### src/rtl/seq_mac_pkg.sv
// Shared types and defaults for the sequential multiply-accumulate block.
package seq_mac_pkg;

    // Sequencer states: waiting for operands, shifting/adding, holding result.
    typedef enum logic [1:0] {
        IDLE = 2'd0,
        CALC = 2'd1,
        DONE = 2'd2
    } state_t;

    // Default unsigned operand width for a and b.
    localparam int DEFAULT_WIDTH = 8;

    // Width of the bit-index counter for a WIDTH-bit multiplier (at least 1 bit).
    function automatic int count_width(input int width);
        return (width > 1) ? $clog2(width) : 1;
    endfunction

endpackage : seq_mac_pkg

### src/rtl/fa.sv
// One-bit full adder cell.
module fa (
    input  logic x,
    input  logic y,
    input  logic ci,
    output logic s,
    output logic co
);

    assign s  = x ^ y ^ ci;
    assign co = (x & y) | (x & ci) | (y & ci);

endmodule : fa

### src/rtl/mac_rca.sv
// Parameterised ripple-carry adder chained from full-adder cells; purely combinational.
module mac_rca #(
    parameter int W = 17
) (
    input  logic [W-1:0] x,
    input  logic [W-1:0] y,
    output logic [W-1:0] sum
);

    // carry[i] is the carry into bit i; the chain starts with no carry in.
    logic [W-1:0] carry;
    // The MSB carry out can never be set because the operands are range-limited.
    logic         carry_unused;

    assign carry[0] = 1'b0;

    for (genvar i = 0; i < W; i++) begin : g_bit
        if (i < W - 1) begin : g_mid
            fa u_fa (
                .x  (x[i]),
                .y  (y[i]),
                .ci (carry[i]),
                .s  (sum[i]),
                .co (carry[i+1])
            );
        end else begin : g_msb
            fa u_fa (
                .x  (x[i]),
                .y  (y[i]),
                .ci (carry[i]),
                .s  (sum[i]),
                .co (carry_unused)
            );
        end
    end

endmodule : mac_rca

### src/rtl/seq_mac.sv
// Sequential shift-and-add multiply-accumulate: result = c + a*b, one multiplier bit per cycle.
module seq_mac
    import seq_mac_pkg::*;
#(
    parameter int WIDTH = DEFAULT_WIDTH,
    parameter int ACC_W = 2 * WIDTH + 1
) (
    input  logic             clk,
    input  logic             rst_n,
    input  logic             in_valid,
    output logic             in_ready,
    input  logic [WIDTH-1:0] a,
    input  logic [WIDTH-1:0] b,
    input  logic [2*WIDTH-1:0] c,
    output logic             out_valid,
    input  logic             out_ready,
    output logic [ACC_W-1:0] result,
    output logic             busy
);

    localparam int CNT_W = count_width(WIDTH);
    localparam logic [CNT_W-1:0] LAST_BIT = CNT_W'(WIDTH - 1);

    // Only the exact-fit accumulator width is supported; it guarantees no overflow.
    if (ACC_W != 2 * WIDTH + 1) begin : g_bad_acc_w
        $error("seq_mac: ACC_W must equal 2*WIDTH+1");
    end

    state_t           state;
    state_t           next_state;
    logic [CNT_W-1:0] count;
    logic [WIDTH-1:0] a_reg;
    logic [WIDTH-1:0] b_reg;
    logic [ACC_W-1:0] acc;
    logic [ACC_W-1:0] partial;
    logic [ACC_W-1:0] acc_sum;
    logic             accept;
    logic             last_step;

    assign accept    = (state == IDLE) && in_valid;
    assign last_step = (count == LAST_BIT);

    // Shifted multiplicand selected by the current multiplier bit; every bit takes a cycle.
    always_comb begin
        partial = '0;
        if (b_reg[count]) begin
            partial = ACC_W'(a_reg) << count;
        end
    end

    mac_rca #(
        .W (ACC_W)
    ) u_rca (
        .x   (acc),
        .y   (partial),
        .sum (acc_sum)
    );

    // State register; reset abandons any operation in flight.
    always_ff @(posedge clk or negedge rst_n) begin
        if (!rst_n) begin
            state <= IDLE;
        end else begin
            state <= next_state;
        end
    end

    // Next-state and handshake outputs, all decoded from the current state.
    always_comb begin
        next_state = state;
        in_ready   = 1'b0;
        out_valid  = 1'b0;
        busy       = 1'b0;
        case (state)
            IDLE: begin
                in_ready = 1'b1;
                if (in_valid) begin
                    next_state = CALC;
                end
            end
            CALC: begin
                busy = 1'b1;
                if (last_step) begin
                    next_state = DONE;
                end
            end
            DONE: begin
                busy      = 1'b1;
                out_valid = 1'b1;
                if (out_ready) begin
                    next_state = IDLE;
                end
            end
            default: begin
                next_state = IDLE;
            end
        endcase
    end

    // Operand capture, accumulator and bit counter; inputs are only sampled on accept.
    always_ff @(posedge clk or negedge rst_n) begin
        if (!rst_n) begin
            a_reg <= '0;
            b_reg <= '0;
            acc   <= '0;
            count <= '0;
        end else if (accept) begin
            a_reg <= a;
            b_reg <= b;
            acc   <= ACC_W'(c);
            count <= '0;
        end else if (state == CALC) begin
            acc   <= acc_sum;
            count <= count + 1'b1;
        end
    end

    assign result = acc;

endmodule : seq_mac

### config.mk
export PLATFORM = sky130hd
export DESIGN_NAME = seq_mac
export DESIGN_NICKNAME = d
export VERILOG_FILES = /design/src/rtl/seq_mac_pkg.sv /design/src/rtl/fa.sv /design/src/rtl/mac_rca.sv /design/src/rtl/seq_mac.sv
export SDC_FILE = /design/constraint.sdc
export NUM_CORES = 1
export LEC_CHECK = 0
export ABC_AREA = 1
export BUFFER_PORTS_ARGS = -buffer_cell sky130_fd_sc_hd__buf_2
export CORE_MARGIN = 10
export CORE_UTILIZATION = 55
export DETAILED_ROUTE_END_ITERATION = 7
export GPL_TIMING_DRIVEN = 0
export PLACE_DENSITY = 0.91
export SKIP_CTS_REPAIR_TIMING = 1
export SLEW_MARGIN = 20
export SYNTH_ARGS = -nofsm -noshare
export SYNTH_HDL_FRONTEND = slang
export SYNTH_SLANG_ARGS = --single-unit
export TNS_END_PERCENT = 1
### constraint.sdc
create_clock -name clk -period 8.48 [get_ports clk]
set_clock_uncertainty 0.15 [all_clocks]
set_input_delay 1.272 -clock clk [delete_from_list [all_inputs] [get_ports clk]]
set_output_delay 1.272 -clock clk [all_outputs]
set_load 0.05 [all_outputs]
==> results of run 1 <==
==> area by class of cell <==
cell class              count  area, sq um
inverters                  28          108
well taps                  54         67.6
flip-flops and latches     38          951
repair buffers             55          275
clock buffers               7         86.3
fillers                   411         1620
plain buffers              33          209
multi-input cells         234         1340
clock inverters             1         5.00
==> power by group through the flow <==
stage / Sequential, mW / Combinational [mW] / Clock, mW
after detailed placement: 0.337 / 0.806 / 0
after global routing: 0.347 / 0.916 / 0.140
after CTS: 0.334 / 0.815 / 0.134
after floorplan: 0.319 / 0.651 / 0
after global placement: 0.334 / 0.779 / 0
final: 0.336 / 0.812 / 0.133
==> worst reg2reg max path, stage by stage, from the launching register on <==
cell	delay (ns)
dfrtp_1	0.46
buf_4	0.21
nand2_2	0.06
nand3_2	0.07
nand2_2	0.08
nand2_4	0.09
nor3_1	0.05
ha_1	0.21
fa_1	0.41
inv_1	0.09
fa_1	0.16
inv_1	0.05
fa_1	0.41
fa_1	0.46
fa_1	0.43
fa_1	0.43
fa_1	0.43
fa_1	0.42
fa_1	0.44
fa_1	0.44
fa_1	0.43
fa_1	0.44
fa_1	0.44
fa_1	0.40
ha_1	0.30
nand3_1	0.09
nand3_1	0.08
==> cell usage in the layout, fill, tap and decap left out <==
master     n
a21oi_1    1
dfrtp_1   38
inv_1     23
inv_4      1
nor3_1     2
o21ai_1    2
clkbuf_8   6
buf_2     60
nor2_1     6
o21ai_0   15
nand3_2    1
nand4_1    3
nand2_1   96
buf_6      1
nand2_2    8
buf_1      3
clkbuf_1   6
nand2_4    3
nand3_1   76
buf_4     19
ha_1       7
fa_1      14
inv_2      4
clkinv_2   1
==> through the flow <==
stage	utilization	cell area, sq um	std cells	power [mW]
floorplan	-	2610	333	0.970
global placement	0.634	2950	442	1.11
detailed placement	0.634	2950	442	1.14
CTS	0.653	3050	450	1.28
global route	0.653	3050	450	1.40
finish	0.653	3050	450	1.28
==> cells by family (layout without fill, tap and decap cells) <==
group	after synthesis	in the layout	synth area share
AND/OR/NAND/NOR	195	195	0.339
flip-flops	38	38	0.364
buffers and inverters	61	124	0.121
AO/OA/AOI/OAI	18	18	0.0345
adder cells (fa/ha/maj)	21	21	0.141
==> routing by layer <==
layer  GRT usage  up-vias
met5           0        -
met4      0.0631        0
met3      0.0629        9
met2       0.308      108
met1       0.201     1101
li1            -     1177
==> final timing paths <==
| check | endpoint | slack (ns) | cells after the start |
|---|---|---|---|
| max in group asynchronous | result[3]$_DFFE_PN0P_ | 6.71 | 1 |
| min in group asynchronous | b_reg[5]$_DFFE_PN0P_ | 0.93 | 1 |
| max | result[15]$_DFFE_PN0P_ | 0.63 | 26 |
| min | state[1]$_DFFE_PN0P_ | 0.38 | 2 |
| min reg2reg | state[1]$_DFFE_PN0P_ | 0.38 | 2 |
| max reg2reg | result[15]$_DFFE_PN0P_ | 0.63 | 26 |
==> summary.md, run 1 <==
| Metric | Value |
|---|---|
| Status | `complete, no violations` |
| CTS tree | `built` |
| Fin worst setup slack | `0.631 ns` |
| Headroom to the max-slew limit | `0.425` |
| Worst Setup Slack post-DPL | `~0.65 ns` |
| Syn_area_per_cell | `7.84 sq um` |
| Distinct cell type count after synthesis | `22` |
| Post-Synthesis Cells | `roughly 330` |
| I/O pins | `56` |
| Setup TNS | `0 ns` |
| Final Net Count | `between 400 and 500` |
| RSZ-0062 raised after global routing | `false` |
| CP Capture Type | `register` |
| Clock Path Buffers | `2` |
| # DRC | `0` |
| Critical Path Start Type | `register` |
| Reg-to-Reg Start | `count[0]$_DFFE_PN0P_` |
| Critical Path Most Common Cell | `fa_1` |
| Final hold slack | `around 0.38 ns` |
| CTS Sinks | `38` |
| # diodes | `0` |
| Worst-skew pair later-pin latency | `roughly 0.30 ns` |
| Yosys reg bits | `38` |
| WP buf/inv | `3` |
| Min Tclk post-route | `7.85 ns` |
| Async set-reset flop share out of synthesis | `1.00` |
| Drt first-iter violations | `219` |
| Clk pwr share | `0.104` |
| Die height | `88.9 microns` |
| Synth area leaders | `dfrtp_1 (36%), nand3_1 (15%), nand2_1 (14%), fa_1 (11%), buf_4 (5.5%)` |
| GRT overflow | `0` |
| Max reg flops | `17` |
| Die area | `0.00790 sq mm` |
| Top cells by count, synth | `nand2_1 (96), nand3_1 (76), dfrtp_1 (38), inv_1 (23), buf_4 (19)` |
| Share of layout cells above drive strength 1 | `0.263` |
| Fin crit share | `0.926` |
| Drt total wl | `6.52 mm` |
| GR Util All Layers | `0.179` |
| Initial antenna violation count | `0` |
| Sw power | `0.679 mW` |
| DR pass1 iterations | `4` |
| Synth top area share | `0.364` |
| Max VDD drop | `221 uV` |
| Synthesized Nets | `390` |
| DR WL/cell | `14.5 microns` |
| Largest net degree at the start of global routing | `39` |
| Power Dens Cells | `421 mW/mm^2` |
| Worst-path clk slew | `0.08 ns` |
| Final Hold Vio Count | `0` |
| Crit path largest cell delay | `0.46 ns` |
| Vias in the first global route | `approximately 2500` |
| Internal Power | `0.602 mW` |
| Worst-path maximum fanout | `10` |
| Top cell family by delay on the critical path | `adder cells` |
| Switching portion of total power | `0.530` |
| Yosys Warn Count | `0` |
| Count leader, synth | `nand2_1` |
| Post-route ant nets | `0` |
| Logic gate share of total power | `0.634` |
| Post-synthesis sequential area ratio | `0.364` |
| Die W | `just under 90 microns` |
| Rows | `25` |
| Slowest cell on the critical path | `dfrtp_1` |
| Max Clock Freq | `0.127 GHz` |
| I/O Buffers | `55` |
| Max Cap Viol | `0` |
| GP Congestion | `0.950` |
| Via count | `2395` |
| Final Setup Violations | `0` |
| Worst hold path class | `reg -> reg` |
| H-Tree Depth | `2` |
| Post-DP HPWL | `5.02 mm` |
| Sequential power share | `0.262` |
| Worst path required time | `8.51 ns` |
| Mapped Area | `0.00261 sq mm` |
| Number of synthesized flops with an enable pin | `0` |
| Met1 WL | `2.56 mm` |
| DR WL met2 | `3.20 mm` |
| Met3 WL post-DR | `661 microns` |
| Clk root buf | `clkbuf_8` |
| Core Region | `0.00466 sq mm` |
| CP arrival | `roughly 7.9 ns` |
| Max Slew Vio Count | `0` |
| Top routing layer used | `met4` |
| Primary FF master, synth | `dfrtp_1` |
| Lkg Pwr | `1.70 nW` |
| Hold wc startpoint | `state[1]$_DFFE_PN0P_` |
| Worst Tran Pin Value | `between 0.8 and 0.9 ns` |
| Global-route wire length before repair | `11.2 mm` |
| TritonCTS Buffers | `5` |
| CP Class | `reg -> reg` |
| Starting density of the core | `0.560` |
| Avg Vias per Cell | `about 5.3` |
| Biggest area consumer among synthesized cells | `dfrtp_1` |
| CP Launch Point | `count[0]$_DFFE_PN0P_` |
| Layout area overhead | `16.6%` |
(Power assumes the default switching activity.)
==> inputs of run 2 (changes only) <==
- REMOVE_ABC_BUFFERS: unset -> 1
==> run 2 against run 1 <==
Sequential power grew 4%. Sequential share of layout area rose by 2.4 points. Clock-buffer cell count is 1 lower. Via count is 7.4% lower. Hold slack got worse by 0.015 ns. Die area did not move. Global-route usage fell by 2.1 points. Register-to-register slack got worse by 0.18 ns. Core utilization decreased by 4.6 points. Final cell count shrank 7.8%. Power is 7.4% lower. Critical endpoint unchanged.
==> summary.md, run 2 (synthesized netlist as in run 1, its figures left out) <==
| Metric | Value |
|---|---|
| Lkg Pwr | `1.56 nW (was 1.70 nW)` |
| Largest net degree at the start of global routing | `45 (was 39)` |
| DP Cell Count | `409 (was 442)` |
| Worst hold path class | `reg -> reg (unchanged)` |
| Avg Vias per Cell | `5.34 (was 5.32)` |
| WP buf/inv | `3 (unchanged)` |
| Final Net Count | `419 (was 452)` |
| Rows | `25 (unchanged)` |
| Clock Path Buffers | `2 (unchanged)` |
| Headroom to the max-slew limit | `0.428 (was 0.425)` |
| CP arrival | `8.06 ns (was 7.88 ns)` |
| Initial antenna violation count | `0 (unchanged)` |
| Critical Path Start Type | `register (unchanged)` |
| Status | `complete, no violations (unchanged)` |
| # diodes | `0 (unchanged)` |
| R2r setup slk | `0.45 ns (was 0.63 ns)` |
| Max reg flops | `17 (unchanged)` |
| Max VDD drop | `204 uV (was 221 uV)` |
| Final Core Density | `0.608 (was 0.653)` |
| Crit path largest cell delay | `0.59 ns (was 0.46 ns)` |
| Top cell family by delay on the critical path | `adder cells (unchanged)` |
| Share of layout cells above drive strength 1 | `0.219 (was 0.263)` |
| Non-filler cells, final | `415 (was 450)` |
| Power Dens Cells | `419 mW/mm^2 (was 421 mW/mm^2)` |
| Max Clock Freq | `0.124 GHz (was 0.127 GHz)` |
| Core Region | `0.00466 sq mm (unchanged)` |
| Post-route ant nets | `0 (unchanged)` |
| Global-route wire length before repair | `9.92 mm (was 11.2 mm)` |
| CTS tree | `built (unchanged)` |
| Max Slew Vio Count | `0 (unchanged)` |
| Max Cap Viol | `0 (unchanged)` |
| Final Hold Vio Count | `0 (unchanged)` |
| Drt total wl | `5.70 mm (was 6.52 mm)` |
| CP Capture Type | `register (unchanged)` |
| Die area | `0.00790 sq mm (unchanged)` |
| Vias in the first global route | `2301 (was 2516)` |
| Die W | `88.9 microns (unchanged)` |
| Layout area overhead | `8.43% (was 16.6%)` |
| Final Setup Violations | `0 (unchanged)` |
| Fin crit share | `0.947 (was 0.926)` |
| Clk root buf | `clkbuf_8 (unchanged)` |
| Worst Tran Pin Value | `0.857 ns (was 0.862 ns)` |
| Slowest cell on the critical path | `dfrtp_1 (unchanged)` |
| H-Tree Depth | `2 (unchanged)` |
| Setup TNS | `0 ns (unchanged)` |
| Post-DP HPWL | `4.28 mm (was 5.02 mm)` |
| Total power | `1.19 mW (was 1.28 mW)` |
| I/O pins | `56 (unchanged)` |
| I/O Buffers | `55 (unchanged)` |
| Most frequent cells in the layout | `nand2_1 (96), nand3_1 (76), buf_2 (55) (was nand2_1 (96), nand3_1 (76), buf_2 (60))` |
| Worst-path maximum fanout | `15 (was 10)` |
| Critical Path Most Common Cell | `fa_1 (unchanged)` |
| # DRC | `0 (unchanged)` |
| Drt first-iter violations | `166 (was 219)` |
| TritonCTS Buffers | `5 (unchanged)` |
| CP Class | `reg -> reg (unchanged)` |
| Worst-path clk slew | `0.07 ns (was 0.08 ns)` |
| CTS Sinks | `38 (unchanged)` |
| Min Tclk post-route | `8.03 ns (was 7.85 ns)` |
| Worst path required time | `8.50 ns (was 8.51 ns)` |
| Commonest non-fill, non-tap cell in the layout | `nand2_1 (unchanged)` |
| DR WL/cell | `13.7 microns (was 14.5 microns)` |
| RSZ-0062 raised after global routing | `false (unchanged)` |
| DR pass1 iterations | `4 (unchanged)` |
| GR Util All Layers | `0.158 (was 0.179)` |
| GP Congestion | `0.919 (was 0.950)` |
| Starting density of the core | `0.560 (unchanged)` |
| Via count | `2218 (was 2395)` |
| Die height | `88.9 microns (unchanged)` |
| GRT overflow | `0 (unchanged)` |
| Worst-skew pair later-pin latency | `0.29 ns (was 0.30 ns)` |
run 2: cell count changes in the layout (fill, tap and decap cells not counted):
| cell | before | now |
|---|---|---|
| dfrtp_2 | 0 | 1 |
| clkinv_2 | 1 | 0 |
| buf_4 | 19 | 0 |
| inv_2 | 4 | 3 |
| buf_1 | 3 | 0 |
| dfrtp_1 | 38 | 37 |
| buf_6 | 1 | 0 |
| clkbuf_1 | 6 | 0 |
| buf_2 | 60 | 55 |
| inv_4 | 1 | 2 |
run 2: through the flow:
| step | hold WS [ns] | area [sq um] | worst slack (ns) |
|---|---|---|---|
| CTS | 0.373 | 2830 | 0.332 |
| global route | 0.390 | 2830 | 0.0866 |
| global placement | 0.348 | 2750 | 0.494 |
| floorplan | 0.321 | 2400 | 0.810 |
| detailed placement | 0.357 | 2750 | 0.345 |
| finish | 0.369 | 2830 | 0.446 |
run 2: layer usage:
layer	GRT usage	up-vias	part of all wire
met3	0.0510	8	0.070
met1	0.180	1035	0.42
met5	0	-	0
met4	0.0543	0	0.013
met2	0.271	63	0.50
li1	-	1112	-
run 2: layout make-up:
type	count	area [sq um]
Inverter	28	110
Tap cell	54	67.6
Multi-Input combinational cell	234	1340
Clock buffer	6	82.6
Fill cell	435	1830
Sequential cell	38	952
Timing Repair Buffer	55	275
run 2: where the power goes:
part	switching [mW]	internal, mW	total, mW
clock network	0.0609	0.0627	0.124
registers	0.0823	0.266	0.348
logic	0.499	0.215	0.714
total	0.642	0.544	1.19
run 2: final timing paths:
path / startpoint / end / cells past startpoint
worst min register to register: a_reg[1]$_DFFE_PN0P_ / a_reg[1]$_DFFE_PN0P_ / 2
max in group asynchronous: rst_n / count[1]$_DFFE_PN0P_ / 1
worst max register to register: count[0]$_DFFE_PN0P_ / result[15]$_DFFE_PN0P_ / 26
min in group asynchronous: rst_n / b_reg[3]$_DFFE_PN0P_ / 1
worst min-delay path: a_reg[1]$_DFFE_PN0P_ / a_reg[1]$_DFFE_PN0P_ / 2
worst max-delay path: count[0]$_DFFE_PN0P_ / result[15]$_DFFE_PN0P_ / 26
run 2: tightest hold or removal path, cell delays in order (launching register included):
cell and delay [ns]:
dfrtp_1 0.37, nand2_1 0.06, nand2_1 0.06
==> inputs of run 3 (changes only) <==
- CTS_CLUSTER_SIZE: unset -> 14
- GPL_TIMING_DRIVEN: 0 -> unset
- clock period: 8.48 -> 7.51 ns (I/O delays scaled with it)
==> run 3 against run 2 <==
Die area stayed put. Worst setup slack worse by 0.10 ns. Core utilization is 1.0 points higher. Via count grew 2.2%. Final cell count increased by 1.4%. Sequential cell count stayed put. Design area increased by 1.7%. Non-clock buffer count up 5. Clock-buffer cell count grew 1. Critical path depth did not move. Sequential power rose by 8.3%. Global-route usage is 0.42 points higher.
==> summary.md, run 3 (synthesized netlist as in run 1, its figures left out) <==
| Metric | Value |
|---|---|
| Fill cells | `414 (was 435)` |
| CTS tree | `built (unchanged)` |
| Headroom to the max-slew limit | `0.431 (was 0.428)` |
| Hold path depth | `2 (unchanged)` |
| Reg2Reg Capture Point | `result[15]$_DFFE_PN0P_ (unchanged)` |
| Commonest non-fill, non-tap cell in the layout | `nand2_1 (unchanged)` |
| Max VDD drop | `244 uV (was 204 uV)` |
| I/O Buffers | `55 (unchanged)` |
| DR pass1 iterations | `4 (unchanged)` |
| Slowest cell on the critical path | `fa_1 (was dfrtp_1)` |
| CP arrival | `7.19 ns (was 8.06 ns)` |
| Post-DP HPWL | `4.29 mm (was 4.28 mm)` |
| GRT overflow | `0 (unchanged)` |
| Total power | `1.36 mW (was 1.19 mW)` |
| CP Class | `reg -> reg (unchanged)` |
| Clk root buf | `clkbuf_8 (unchanged)` |
| CTS Sinks | `38 (unchanged)` |
| Hold wc startpoint | `state[1]$_DFFE_PN0P_ (was a_reg[1]$_DFFE_PN0P_)` |
| R2r setup slk | `0.35 ns (was 0.45 ns)` |
| CP Capture Type | `register (unchanged)` |
| # diodes | `0 (unchanged)` |
| Via count | `2266 (was 2218)` |
| Vias in the first global route | `2361 (was 2301)` |
| Max Slew Vio Count | `0 (unchanged)` |
| Status | `complete, no violations (unchanged)` |
| Max reg flops | `17 (unchanged)` |
| Worst-skew pair later-pin latency | `0.29 ns (about the same)` |
| RSZ-0062 raised after global routing | `false (unchanged)` |
| GR Util All Layers | `0.162 (was 0.158)` |
| Critical Path Start Type | `register (unchanged)` |
| WP buf/inv | `3 (unchanged)` |
| Post-route ant nets | `0 (unchanged)` |
| Starting density of the core | `0.560 (unchanged)` |
| Max Clock Freq | `0.140 GHz (was 0.124 GHz)` |
| Power Dens Cells | `472 mW/mm^2 (was 419 mW/mm^2)` |
| Global-route wire length before repair | `10.3 mm (was 9.92 mm)` |
| Die height | `88.9 microns (unchanged)` |
| Layout area overhead | `10.3% (was 8.43%)` |
| Worst reg2reg path depth | `26 (unchanged)` |
| Avg Vias per Cell | `5.38 (was 5.34)` |
| DR WL/cell | `14.1 microns (was 13.7 microns)` |
| Worst-path clk slew | `0.07 ns (about the same)` |
| Share of layout cells above drive strength 1 | `0.245 (was 0.219)` |
| Final Hold Vio Count | `0 (unchanged)` |
| Top cell family by delay on the critical path | `adder cells (unchanged)` |
| # DRC | `0 (unchanged)` |
| Reg-to-Reg Start | `count[0]$_DFFE_PN0P_ (unchanged)` |
| Max Cap Viol | `0 (unchanged)` |
| Final Setup Violations | `0 (unchanged)` |
| Die area | `0.00790 sq mm (unchanged)` |
| Die W | `88.9 microns (unchanged)` |
| H-Tree Depth | `2 (unchanged)` |
| Most frequent cells in the layout | `nand2_1 (96), nand3_1 (76), buf_2 (55) (unchanged)` |
| Lkg Pwr | `1.57 nW (was 1.56 nW)` |
| Final Net Count | `424 (was 419)` |
| TritonCTS Buffers | `5 (unchanged)` |
| Drt first-iter violations | `149 (was 166)` |
| Fin crit share | `0.954 (was 0.947)` |
| I/O pins | `56 (unchanged)` |
| Worst Tran Pin Value | `0.853 ns (was 0.857 ns)` |
| Critical Path Most Common Cell | `fa_2 (was fa_1)` |
| Worst-path maximum fanout | `4 (was 15)` |
| GP Congestion | `0.939 (was 0.919)` |
| Worst path required time | `7.53 ns (was 8.50 ns)` |
| Initial antenna violation count | `0 (unchanged)` |
| Rows | `25 (unchanged)` |
| Non-filler cells, final | `421 (was 415)` |
| Worst hold path class | `reg -> reg (unchanged)` |
| Min Tclk post-route | `7.16 ns (was 8.03 ns)` |
| Largest net degree at the start of global routing | `45 (unchanged)` |
| Core Region | `0.00466 sq mm (unchanged)` |
| DP Cell Count | `414 (was 409)` |
| Drt total wl | `5.92 mm (was 5.70 mm)` |
| WHS Endpoint | `state[1]$_DFFE_PN0P_ (was a_reg[1]$_DFFE_PN0P_)` |
| Crit path largest cell delay | `0.44 ns (was 0.59 ns)` |
| Clock Path Buffers | `2 (unchanged)` |
## run 3: area by class of cell
type / count / area, sq um / area share
clock buffer: 7 / 76.3 / 0.0265
sequential: 38 / 951 / 0.330
timing repair buffer: 60 / 313 / 0.109
tap: 54 / 67.6 / 0.0235
multi-input combinational: 234 / 1360 / 0.474
inverter: 28 / 108 / 0.0374
## run 3: layer usage
layer | vias up | track usage | part of all wire
li1 | 1122 | - | -
met1 | 1061 | 0.183 | 0.40
met2 | 73 | 0.277 | 0.51
met3 | 10 | 0.0510 | 0.076
met4 | 0 | 0.0646 | 0.017
met5 | - | 0 | 0
## run 3: where the power goes
part / switching (mW) / total, mW / internal [mW] / leakage [nW]
combinational: 0.590 / 0.849 / 0.260 / 1.05
clock: 0.0692 / 0.133 / 0.0639 / 0.0383
sequential: 0.0772 / 0.377 / 0.300 / 0.476
total: 0.736 / 1.36 / 0.624 / 1.57
## run 3: how the worst max path moves through the flow
stage	from	endpoint	slack (ns)	depth (start not counted)
after floorplan	count[0]$_DFFE_PN0P_	result[15]$_DFFE_PN0P_	-0.16	26
after global placement	count[0]$_DFFE_PN0P_	result[15]$_DFFE_PN0P_	0.09	26
after detailed placement	count[0]$_DFFE_PN0P_	result[15]$_DFFE_PN0P_	-0.09	26
after CTS	count[0]$_DFFE_PN0P_	result[15]$_DFFE_PN0P_	-0.10	26
after global routing	count[0]$_DFFE_PN0P_	result[15]$_DFFE_PN0P_	0.03	26
final	count[0]$_DFFE_PN0P_	result[15]$_DFFE_PN0P_	0.35	26
## run 3: worst min-delay path: stages (launching register included)
cell and delay (ns):
dfrtp_1 0.37, nand2_1 0.06, o21ai_0 0.06
## run 3: metrics by stage
stage / TNS, ns / setup slack (ns) / utilization / hold slack (ns) / cell area, sq um
floorplan: -0.252 / -0.160 / - / 0.321 / 2400
global placement: 0 / 0.0901 / 0.597 / 0.349 / 2780
detailed placement: -0.116 / -0.0911 / 0.597 / 0.361 / 2780
CTS: -0.144 / -0.102 / 0.613 / 0.378 / 2860
global route: 0 / 0.0339 / 0.618 / 0.402 / 2880
finish: 0 / 0.347 / 0.618 / 0.372 / 2880
